==> src/rtl/guess_engine.sv <==
// guess_engine: N-digit decimal guessing-game core. Tracks an exclusive
// (low, high) window around a latched secret, collects typed guesses with
// backspace editing, judges them against a try budget and holds the win or
// lose verdict for a fixed number of cycles before returning to idle.
// Guesses and bounds stay packed BCD throughout. An unsigned compare of
// packed BCD gives the same order as the numeric values, so no binary
// conversion is needed.
module guess_engine #(
    parameter int DIGITS      = 2,
    parameter int MAX_TRIES   = 7,
    parameter int HOLD_CYCLES = 33554432
) (
    input  logic                  clk,
    input  logic                  rst,
    input  logic                  start,
    input  logic [4*DIGITS-1:0]   secret,
    input  logic                  key_valid,
    input  logic [3:0]            key_code,
    output logic [2:0]            state,
    output logic [4*DIGITS-1:0]   low_bcd,
    output logic [4*DIGITS-1:0]   high_bcd,
    output logic [4*DIGITS-1:0]   guess_bcd,
    output logic [2:0]            digit_count,
    output logic [3:0]            tries_left,
    output logic                  oor,
    output logic                  win,
    output logic                  lose
);

    localparam int W  = 4 * DIGITS;
    localparam int HW = (HOLD_CYCLES > 1) ? $clog2(HOLD_CYCLES) : 1;
    localparam logic [W-1:0]  ALL9      = {DIGITS{4'h9}};
    localparam logic [HW-1:0] HOLD_LAST = HW'(HOLD_CYCLES - 1);
    localparam logic [2:0]    CNT_MAX   = 3'(DIGITS);
    localparam logic [3:0]    TRIES_INIT = 4'(MAX_TRIES);
    localparam logic [3:0]    KEY_ENTER = 4'd10;
    localparam logic [3:0]    KEY_BKSP  = 4'd11;

    typedef enum logic [2:0] {
        S_IDLE  = 3'd0,
        S_SHOW  = 3'd1,
        S_INPUT = 3'd2,
        S_JUDGE = 3'd3,
        S_WIN   = 3'd4,
        S_LOSE  = 3'd5
    } state_t;

    state_t         st;
    logic           start_q;
    logic [W-1:0]   secret_q;
    logic [HW-1:0]  hold_cnt;

    logic           start_rise;
    logic           is_digit;
    logic [W-1:0]   guess_shl;
    logic [W-1:0]   guess_shr;

    assign state      = st;
    assign start_rise = start & ~start_q;
    assign is_digit   = (key_code <= 4'd9);

    // Nibble-shift helpers; a one-digit guess has nothing to shift through
    generate
        if (DIGITS == 1) begin : g_one_digit
            assign guess_shl = key_code;
            assign guess_shr = '0;
        end else begin : g_multi_digit
            assign guess_shl = {guess_bcd[W-5:0], key_code};
            assign guess_shr = {4'h0, guess_bcd[W-1:4]};
        end
    endgenerate

    // Round controller: every output is updated here as a register
    always_ff @(posedge clk or negedge rst) begin
        if (!rst) begin
            st          <= S_IDLE;
            start_q     <= 1'b0;
            secret_q    <= '0;
            hold_cnt    <= '0;
            low_bcd     <= '0;
            high_bcd    <= ALL9;
            guess_bcd   <= '0;
            digit_count <= '0;
            tries_left  <= TRIES_INIT;
            oor         <= 1'b0;
            win         <= 1'b0;
            lose        <= 1'b0;
        end else begin
            start_q <= start;
            oor     <= 1'b0;
            case (st)
                S_IDLE: begin
                    // A key coinciding with the start edge is dropped
                    if (start_rise) begin
                        secret_q    <= secret;
                        low_bcd     <= '0;
                        high_bcd    <= ALL9;
                        tries_left  <= TRIES_INIT;
                        guess_bcd   <= '0;
                        digit_count <= '0;
                        st          <= S_SHOW;
                    end
                end
                S_SHOW: begin
                    if (key_valid && is_digit) begin
                        guess_bcd   <= W'(key_code);
                        digit_count <= 3'd1;
                        st          <= S_INPUT;
                    end
                end
                S_INPUT: begin
                    if (key_valid) begin
                        if (is_digit) begin
                            // A full guess refuses further digits
                            if (digit_count < CNT_MAX) begin
                                guess_bcd   <= guess_shl;
                                digit_count <= digit_count + 3'd1;
                            end
                        end else if (key_code == KEY_BKSP) begin
                            guess_bcd   <= guess_shr;
                            digit_count <= digit_count - 3'd1;
                            if (digit_count == 3'd1) begin
                                st <= S_SHOW;
                            end
                        end else if (key_code == KEY_ENTER) begin
                            st <= S_JUDGE;
                        end
                    end
                end
                S_JUDGE: begin
                    guess_bcd   <= '0;
                    digit_count <= '0;
                    if (guess_bcd == secret_q) begin
                        low_bcd  <= secret_q;
                        high_bcd <= secret_q;
                        hold_cnt <= '0;
                        win      <= 1'b1;
                        st       <= S_WIN;
                    end else if (guess_bcd <= low_bcd || guess_bcd >= high_bcd) begin
                        // Outside the window: flag it, costs no try
                        oor <= 1'b1;
                        st  <= S_SHOW;
                    end else begin
                        if (guess_bcd < secret_q) begin
                            low_bcd <= guess_bcd;
                        end else begin
                            high_bcd <= guess_bcd;
                        end
                        tries_left <= tries_left - 4'd1;
                        if (tries_left == 4'd1) begin
                            hold_cnt <= '0;
                            lose     <= 1'b1;
                            st       <= S_LOSE;
                        end else begin
                            st <= S_SHOW;
                        end
                    end
                end
                S_WIN, S_LOSE: begin
                    // Counter counts cycles already spent in the verdict state
                    if (hold_cnt == HOLD_LAST) begin
                        win  <= 1'b0;
                        lose <= 1'b0;
                        st   <= S_IDLE;
                    end else begin
                        hold_cnt <= hold_cnt + 1'b1;
                    end
                end
                default: begin
                    st <= S_IDLE;
                end
            endcase
        end
    end

endmodule

==> config.mk <==
export PLATFORM = sky130hd
export DESIGN_NAME = guess_engine
export DESIGN_NICKNAME = d
export VERILOG_FILES = /design/src/rtl/guess_engine.sv
export SDC_FILE = /design/constraint.sdc
export NUM_CORES = 1
export LEC_CHECK = 0
export BUFFER_PORTS_ARGS = -buffer_cell sky130_fd_sc_hd__clkbuf_2
export CAP_MARGIN = 20
export CORE_ASPECT_RATIO = 0.7
export CORE_MARGIN = 8
export CORE_UTILIZATION = 45
export CTS_CLUSTER_SIZE = 24
export DETAILED_ROUTE_END_ITERATION = 10
export PLACE_DENSITY = 0.69
export SLEW_MARGIN = 5
export SYNTH_ARGS = -nofsm -noshare
export SYNTH_HDL_FRONTEND = slang
export SYNTH_SLANG_ARGS = --single-unit
==> constraint.sdc <==
create_clock -name clk -period 3.8 [get_ports clk]
set_input_delay 0.19 -clock clk [delete_from_list [all_inputs] [get_ports clk]]
set_output_delay 0.19 -clock clk [all_outputs]
set_load 0.02 [all_outputs]
==> impl_metrics.toml <==
[synth]
synth.distinct_cells = 69
syn-num-nets = 546
synthFlopType = "dfrtp_1"
yosysSeqAreaShare = 0.400
async_flop_share = 1.00
synth_edf_count = 0
netlist_area_mm2 = 0.00446
syn_inst = 500
synth_seq_cells = 71
syn_area_per_cell_um2 = 8.92
yosysWarnings = 0

[setup_path]
r2r_slack_ps = 840
critPathKind = "reg2reg"
worst_path_max_delay_cell = "a21oi_2"
max_stage_delay_ps = 690
r2r_end = "high_bcd[3]$_DFFE_PN1P_"
worstReg2RegStart = "guess_bcd[0]$_DFFE_PN0P_"
start_kind = "register"
worstPathCellList = "inv_1 > ha_1 > nand2b_4 > a2111oi_4 > o211ai_1 > a21oi_2 > nand3_1 > a21boi_0"
critPathCaptureType = "register"
rr_worst_depth = 8
cp.arrival_ps = 3220
worstPathMaxFanout = 20
crit_required_ps = 4060

[route]
drt-met1-wl_um = 6010
drc = 0
wl_met2_um = 5140
drtPass1Iterations = 5
vias = 4206
final_antenna_net_count = 0
wl_met3_um = 1260
highest_layer = "met4"
drt_iter0_drc = 352
via_per_inst = 6.15
drt_wl_total_um = 12700
wire_per_inst_um = 18.5

[placed_design]
dp.cells = 666
dp_hpwl_um = 9380
pre_cts_ws_ps = 936
numPortBuffers = 52
post_dp_cell_area_mm2 = 0.00483
gp_congestion = 0.989

[cells_and_area]
post-route-util = 0.539
nFillCells = 889
layout.cells.most_common_list = "nand2_1 (66), dfrtp_1 (64), clkbuf_2 (51)"
antenna_cells = 0
final_common_cell = "nand2_1"
layoutNonFillerInstCount = 684
fin_nets = 597
drive_gt1_frac = 0.182
stdcell_area_mm2 = 0.00522
area_delta_synth_final_pct = 17.0

[sta]
hold_viol_final = 0
maxSlewHeadroom = 0.409
finalSetupViolations = 0
max_freq_ghz = 0.338
whs_ps = 51.1
slew_violations = 0
rsz0062_at_grt = "false"
clock_skew_ps = 8.02
post-route-min-period_ps = 2960
worst_slack_ps = 840
worstMarginPinSlew_ps = 887
period_share = 0.779
finalSetupTns_ps = 0

[clocking]
cts_resized = 0
clock_path_buffers = 2
insertion_delay_ps = 350
cts_root_buf = "clkbuf_16"
htree_levels = 3
cts.clk_slew.worst_paths_ps = 60
cts_made_buffers = 9
cts_sinks = 71
cts_tree = "done"

[power]
p_leak_nw = 2.32
power-per-cell-area_mw_per_mm2 = 808
power_switching_mw = 1.89
intPower_mw = 2.32
combPwrFrac = 0.463
p_seq_frac = 0.287
netSwitchingFraction = 0.449
ir_drop_uv = 364
total_power_mw = 4.22
pwr-share-clk = 0.250

[floorplanning]
die_x_um = 135
fp.dieH_um = 99.3
row_count = 30
core_mm2 = 0.00968
die-area_mm2 = 0.0134
start_util = 0.461
pin_count = 53

[status]
outcome = "completed"

[grt]
grt_overflow_total = 0
grt_pass1_vias = 3977
antenna_found_initial = 0
grt_first_pass_wirelength_um = 20900
grt_max_degree = 39
track_usage = 0.196

[min_path]
min_to = "secret_q[3]$_DFFE_PN0P_"
worstHoldStart = "secret[3]"
hold_depth = 3
hold_class = "in2reg"

[flow_run]
maxCapViolCount = 0
==> Yosys cell counts, types with 2 or more instances <==
cell type	instances	share of area
o221ai_1	8	0.016
nor3b_1	3	0.0050
o311ai_1	2	0.0039
nor2b_1	4	0.0056
nor3_1	12	0.013
a21bo_2	2	0.0045
ha_1	30	0.084
o211ai_2	2	0.0056
nand3_1	18	0.020
o41ai_1	4	0.0079
o211ai_1	4	0.0067
nand4_1	5	0.0070
and4_1	6	0.012
o31ai_1	6	0.010
nand2b_1	4	0.0056
a22oi_1	5	0.0084
nor3_2	2	0.0045
o21ai_0	31	0.035
o21a_1	4	0.0067
or4_1	2	0.0034
or3_1	3	0.0042
a31oi_1	25	0.035
o21ai_1	4	0.0045
o22a_1	6	0.012
a311oi_1	8	0.016
and3_1	2	0.0028
a31o_2	3	0.0059
a21oi_1	33	0.037
buf_2	6	0.0067
nand2_1	66	0.056
dfstp_2	7	0.041
a221o_1	4	0.0090
a21boi_0	3	0.0050
nor2_1	32	0.027
inv_1	34	0.029
a21o_1	3	0.0050
dfrtp_1	64	0.36
nor4_1	3	0.0042
clkbuf_1	10	0.0084
==> critical path, delay by kind of cell, from the launching register on <==
| family | cells | cell delay (ps) |
|---|---|---|
| buf+inv | 1 | 140 |
| compound gates | 4 | 1540 |
| simple gates | 2 | 440 |
| fa+ha+maj | 1 | 290 |
| flops | 1 | 460 |
==> metal layers <==
metal | up-vias | track usage
met5 | - | 0
met4 | 0 | 0.0672
met3 | 33 | 0.0639
met2 | 226 | 0.270
met1 | 1973 | 0.280
li1 | 1974 | -
==> power by group through the flow <==
stage	Clock, mW	Combinational, mW	Sequential [mW]
finish	1.06	1.95	1.21
global route	1.11	2.15	1.24
CTS	1.07	1.94	1.21
detailed placement	0	1.93	1.22
global placement	0	1.89	1.21
floorplan	0	1.31	1.27
==> flip-flops by register name, summed over array words and instances (netlist names) <==
register,cells
tries_left,4
win,1
guess_bcd,8
secret_q,8
state,3
digit_count,3
high_bcd,8
lose,1
low_bcd,8
oor,1
hold_cnt,25
start_q,1
==> cell families after synthesis <==
kind of cell               Yosys count  share of synthesized area
buffers and inverters               53                     0.0488
and+or+nand+nor                    173                      0.195
DFF                                 71                      0.400
xor gates and xnor gates             1                    0.00196
adders and majority gates           30                     0.0842
muxes                                2                    0.00477
AOI/OAI and AO/OA                  170                      0.265
==> layout make-up <==
cell class | instances | area [µm²] | share of cell area
clock inverters | 7 | 145 | 0.0278
repair buffers | 59 | 318 | 0.0609
well taps | 128 | 160 | 0.0307
clock buffers | 9 | 225 | 0.0432
multi-input cells | 376 | 2460 | 0.471
flip-flops and latches | 71 | 1790 | 0.342
inverters | 34 | 128 | 0.0245
==> how the worst max path moves through the flow <==
stage                                        start                       end  slack (ps)  cells past startpoint
after floorplan           guess_bcd[0]$_DFFE_PN0P_  hold_cnt[17]$_DFFE_PN0P_        1360                      9
after global placement    guess_bcd[0]$_DFFE_PN0P_   high_bcd[7]$_DFFE_PN1P_        1040                      8
after detailed placement  guess_bcd[0]$_DFFE_PN0P_   high_bcd[3]$_DFFE_PN1P_         940                      8
after CTS                 guess_bcd[0]$_DFFE_PN0P_   high_bcd[3]$_DFFE_PN1P_         900                      8
after global routing      guess_bcd[0]$_DFFE_PN0P_   high_bcd[3]$_DFFE_PN1P_         680                      8
final                     guess_bcd[0]$_DFFE_PN0P_   high_bcd[3]$_DFFE_PN1P_         840                      8
==> timing repair <==
item                      CTS  global route
hold buffers                2             0
buffers inserted            0             0
hold endpoints to repair   31             0
No activity file was read; power rests on OpenSTA's default activity.
